==> src/rtl/sd_host_regbank.sv <==
// SD host controller register bank: CPU req/ack access, hardware update
// port, read-only masking, W1C interrupt status with enables, soft reset.
module sd_host_regbank #(
    parameter int                    DATA_WIDTH    = 32,
    parameter int                    ADDR_WIDTH    = 5,
    parameter int                    NUM_REGS      = 28,
    parameter logic [NUM_REGS-1:0]   RO_MASK       = 28'h00F00F0,
    parameter int                    INT_STAT_ADDR = 12,
    parameter int                    INT_STEN_ADDR = 13,
    parameter int                    INT_SGEN_ADDR = 14,
    parameter int                    SRST_ADDR     = 11,
    parameter int                    SRST_BIT      = 24
) (
    input  logic                           clk,
    input  logic                           reset,
    input  logic                           req,
    input  logic                           rw,
    input  logic [ADDR_WIDTH-1:0]          addr,
    input  logic [DATA_WIDTH-1:0]          data_in,
    output logic [DATA_WIDTH-1:0]          data_out,
    output logic                           ack,
    output logic                           addr_err,
    input  logic                           hw_we,
    input  logic [ADDR_WIDTH-1:0]          hw_addr,
    input  logic [DATA_WIDTH-1:0]          hw_data,
    input  logic [DATA_WIDTH-1:0]          evt_set,
    output logic                           irq,
    output logic [NUM_REGS*DATA_WIDTH-1:0] regs_flat
);

    typedef enum logic [1:0] {
        IDLE = 2'd0,
        ACK  = 2'd1,
        WAIT = 2'd2
    } state_t;

    localparam logic [ADDR_WIDTH:0] NREG = (ADDR_WIDTH+1)'(NUM_REGS);

    state_t                state;
    logic [DATA_WIDTH-1:0] regs [NUM_REGS];
    logic [DATA_WIDTH-1:0] nxt  [NUM_REGS];

    logic                  accept;
    logic                  in_range;
    logic                  ro;
    logic                  cpu_wr;
    logic                  srst_hit;
    logic [DATA_WIDTH-1:0] rd_val;

    assign accept   = (state == IDLE) && req;
    assign in_range = {1'b0, addr} < NREG;
    assign ro       = in_range && RO_MASK[addr];
    assign cpu_wr   = accept && !rw && in_range && !ro;
    assign srst_hit = cpu_wr && (addr == ADDR_WIDTH'(SRST_ADDR))
                      && data_in[SRST_BIT];
    assign rd_val   = in_range ? regs[addr] : '0;

    // Priority, lowest first: CPU write/soft reset, hw write, event set.
    always_comb begin
        for (int i = 0; i < NUM_REGS; i++) begin
            nxt[i] = regs[i];
            if (srst_hit && !RO_MASK[i]) begin
                nxt[i] = '0;
            end else if (cpu_wr && addr == ADDR_WIDTH'(i)) begin
                if (i == INT_STAT_ADDR)
                    nxt[i] = regs[i] & ~data_in;
                else
                    nxt[i] = data_in;
            end
            if (hw_we && hw_addr == ADDR_WIDTH'(i))
                nxt[i] = hw_data;
            if (i == INT_STAT_ADDR)
                nxt[i] = nxt[i] | (evt_set & regs[INT_STEN_ADDR]);
        end
    end

    always_ff @(posedge clk or posedge reset) begin
        if (reset) begin
            for (int i = 0; i < NUM_REGS; i++)
                regs[i] <= '0;
        end else begin
            for (int i = 0; i < NUM_REGS; i++)
                regs[i] <= nxt[i];
        end
    end

    always_ff @(posedge clk or posedge reset) begin
        if (reset) begin
            irq <= 1'b0;
        end else begin
            irq <= |(regs[INT_STAT_ADDR] & regs[INT_SGEN_ADDR]);
        end
    end

    always_ff @(posedge clk or posedge reset) begin
        if (reset) begin
            state    <= IDLE;
            ack      <= 1'b0;
            addr_err <= 1'b0;
            data_out <= '0;
        end else begin
            case (state)
                IDLE: begin
                    ack <= 1'b0;
                    if (req) begin
                        state    <= ACK;
                        ack      <= 1'b1;
                        addr_err <= !in_range || (!rw && ro);
                        if (rw)
                            data_out <= rd_val;
                    end
                end
                ACK: begin
                    ack   <= 1'b0;
                    state <= WAIT;
                end
                WAIT: begin
                    ack <= 1'b0;
                    if (!req)
                        state <= IDLE;
                end
                default: begin
                    ack   <= 1'b0;
                    state <= IDLE;
                end
            endcase
        end
    end

    always_comb begin
        regs_flat = '0;
        for (int i = 0; i < NUM_REGS; i++)
            regs_flat[i*DATA_WIDTH +: DATA_WIDTH] = regs[i];
    end

endmodule

==> config.mk <==
export PLATFORM = sky130hd
export DESIGN_NAME = sd_host_regbank
export DESIGN_NICKNAME = d
export VERILOG_FILES = /design/src/rtl/sd_host_regbank.sv
export SDC_FILE = /design/constraint.sdc
export NUM_CORES = 2
export LEC_CHECK = 0
export CAP_MARGIN = 10
export CELL_PAD_IN_SITES_DETAIL_PLACEMENT = 1
export CELL_PAD_IN_SITES_GLOBAL_PLACEMENT = 2
export CORE_AREA = 2 2 409 411
export DETAILED_ROUTE_END_ITERATION = 8
export DIE_AREA = 0 0 411 413
export PLACE_DENSITY = 0.83
export SYNTH_ARGS = -nofsm -noshare
export SYNTH_HDL_FRONTEND = slang
export SYNTH_SLANG_ARGS = --single-unit
==> constraint.sdc <==
create_clock -name clk -period 43.1 [get_ports clk]
set_clock_uncertainty 0.1 [all_clocks]
set_input_delay 6.465 -clock clk [delete_from_list [all_inputs] [get_ports clk]]
set_output_delay 6.465 -clock clk [all_outputs]
set_load 0.1 [all_outputs]
==> summary.md <==
| Metric | Value |
|---|---|
| Outcome | `completed` |
| Fin. Hold Viols | `0` |
| Remaining Overflow, GRT | `0` |
| Routability Congestion | `just over 0.9` |
| Internal cell power | `about 2.3 mW` |
| Syn_nets | `between 4,000 and 5,000` |
| Fin crit share | `between 20% and 30%` |
| Slew @ Worst Pin | `roughly 1500 ps` |
| Global-route usage over all layers | `between 30% and 40%` |
| Register area share after synthesis | `48.4%` |
| Starting Density | `roughly 29%` |
| Die width | `~410 um` |
| Buffers on Ports | `around 1,000` |
| Num CTS Buffers | `about 110` |
| Clock slew at reported path FFs | `around 60 ps` |
| Post-cts hold buffer count | `0` |
| Die area | `170,000 um^2` |
| Routed Wire Length | `between 200,000 and 300,000 um` |
| Nets | `5,352` |
| WL per Instance | `approximately 37 um` |
| Initial antenna violation count | `12` |
| Core Region | `~170,000 um^2` |
| H-tree Lvls | `3` |
| Post-synth EDFFs | `0` |
| Starting DRC count in detailed routing | `roughly 4,400` |
| Vias in the first global route | `around 44,000` |
| Layout cell share with drive strength beyond 1 | `between 10% and 20%` |
| Ys Warns | `0` |
| Clk sink count | `between 900 and 1,000` |
| Top-area cell type share of the netlist area | `a little under 50%` |
| Netlist cell types | `64` |
| Yosys top cell by area | `dfrtp_1` |
| Post-CTS setup buffers | `0` |
| Hold Path Class | `flop to flop` |
| Max Cap Viol | `0` |
| Gate Count Post-Synth | `4,434` |
| Pwr Density | `between 80 and 90 nW/um^2` |
| DR vias/cell | `5.81` |
| Slew Limit Fails | `0` |
| Layout area overhead | `33.4%` |
| Leak | `around 28 nW` |
| Global-route wire length before repair | `381,000 um` |
| Cell Rows | `150` |
| Fmax | `a little under 0.1 GHz` |
| Headroom to the max-slew limit | `under 10%` |
| Root Buffer | `clkbuf_16` |
| Worst setup SP type | `primary input` |
| CTS Buffer Depth | `3` |
| Setup tns final | `0 ps` |
| FILL cells | `~18,000` |
| Most common cell after layout, fill and taps aside | `clkdlybuf4s50_1` |
| Comb power frac | `a little under three fifths` |
| Minimum clock period after layout | `10,380 ps` |
| Peak VDD IR | `about 65 uV` |
| CP Capture Type | `async pin` |
| Core Util, Final | `roughly two fifths` |
| Clk_lat worst skew | `760 ps` |
| Post-synth top flop | `dfrtp_1` |
| Cell Area, Synth | `approximately 48,000 um^2` |
| I/O pin cnt | `1,042` |
| RSZ-0062 raised after global routing | `no` |
| Top cells by area in the synthesized netlist | `dfrtp_1 (48%), mux2i_1 (11%), mux4_2 (7.7%)` |
| Hpwl dp | `205,000 um` |
| Final setup viols | `0` |
| Largest net degree at the start of global routing | `between 100 and 150` |
| CP Class | `primary input to async pin` |
| Number of iterations in the first detailed-routing pass | `5` |
| Commonest cells after routing, fill and taps aside | `clkdlybuf4s50_1 (969), dfrtp_1 (933), nand2_1 (680)` |
| Sequential power share | `26.0%` |
| FFs w/ async S/R, synth | `100%` |
| Remaining DRCs | `0` |
| Die extent in y | `just over 400 um` |
| Arr. time, crit path | `between 10,000 and 15,000 ps` |
| Critical path fanouts, max | `~100` |
| Avg Cell Area, Syn | `around 11 um^2` |
| Gates resized, CTS repair | `0` |
| Synth Register Bits | `roughly 930` |
| Vias | `roughly 44,000` |
| CTS tree | `built` |
| Clock Power Share | `between 10% and 20%` |
| Sw frac | `a little under 60%` |
| Sw Pwr | `approximately 3.2 mW` |
| Post-DRT Antenna Nets | `0` |
| Req. time, crit path | `about 44,000 ps` |
[cell usage after synthesis (12+ instances only)]
library cell,number
mux2_2,306
mux4_2,165
o221ai_1,24
buf_1,66
nand4_1,15
mux2i_1,546
a22o_1,17
nor2b_1,12
a221oi_1,23
dfrtp_1,933
nand3_1,58
o211ai_1,37
o21ai_1,35
a22oi_1,103
o21ai_0,350
nor2_1,240
buf_4,12
a21oi_1,135
a221o_1,52
nand2_1,692
and2_1,30
a31oi_1,86
buf_2,67
clkbuf_1,328
[worst paths after layout]
kind | startpoint | to | slack, ps | cells past startpoint
worst max-delay path | reset | regs_flat[69] | 32720 | 6
worst min-delay path | data_out[31] | data_out[31] | 370 | 2
worst max register to register | state[1] | regs_flat[38] | 39300 | 6
worst min register to register | data_out[31] | data_out[31] | 370 | 2
max in group clk | addr[0] | data_out[6] | 33190 | 9
min in group asynchronous | reset | regs_flat[533] | 6100 | 2
[per-stage QoR]
stage / power [mW] / instance area [um^2] / worst slack [ps] / instances / hold WS (ps)
after floorplan: 3.57 / 48200 / 10300 / 4434 / 413
after global placement: 4.55 / 60600 / 31850 / 7333 / 363
after detailed placement: 4.58 / 60600 / 31780 / 7333 / 361
after CTS: 5.56 / 64300 / 32600 / 7537 / 374
after global routing: 5.68 / 64300 / 32120 / 7539 / 397
final: 5.55 / 64300 / 32720 / 7540 / 368
[worst max-delay path: stages]
cell	delay (ps)
clkdlybuf4s50_1	500
inv_8	510
buf_4	840
buf_4	760
buf_4	720
buf_4	900
[logic make-up after synthesis]
| kind of cell | synth area share [%] |
|---|---|
| simple gates | 9.80 |
| mux | 26.2 |
| flops | 48.4 |
| compound gates | 11.6 |
| buf+inv | 3.99 |
| xor+xnor | 0.0182 |
[power by group through the flow]
stage	Combinational [mW]	Sequential [mW]	Clock (mW)
3_5_place_dp	3.14	1.44	0
6_report	3.14	1.44	0.967
4_1_cts	3.14	1.43	0.982
3_3_place_gp	3.12	1.43	0
2_1_floorplan	0.420	3.15	0
5_1_grt	3.20	1.46	1.01
[sequential cells by signal (all words and copies together), names as in the netlist]
name and count:
ack 1, state 2, regs_flat 896, irq 1, addr_err 1, data_out 32
[routing by layer]
| metal | wire, um | up-vias | track usage (%) |
|---|---|---|---|
| li1 | - | 17600 | - |
| met3 | 22800 | 555 | 7.64 |
| met2 | 133000 | 2286 | 52.4 |
| met4 | 18100 | 8 | 17.7 |
| met1 | 108000 | 23400 | 39.3 |
| met5 | 47 | - | 0 |
[area by class of cell]
| cell class | count | area (um^2) | area share, % |
|---|---|---|---|
| tap | 2204 | 2760 | 4.29 |
| clock inverter | 39 | 475 | 0.740 |
| inverter | 2 | 15.0 | 0.0234 |
| timing repair buffer | 1170 | 11200 | 17.5 |
| multi-input combinational | 3025 | 23200 | 36.1 |
| antenna | 2 | 5.00 | 0.00778 |
| sequential | 933 | 23300 | 36.3 |
| clock buffer | 165 | 3230 | 5.02 |
No activity file was read; power rests on OpenSTA's default activity.
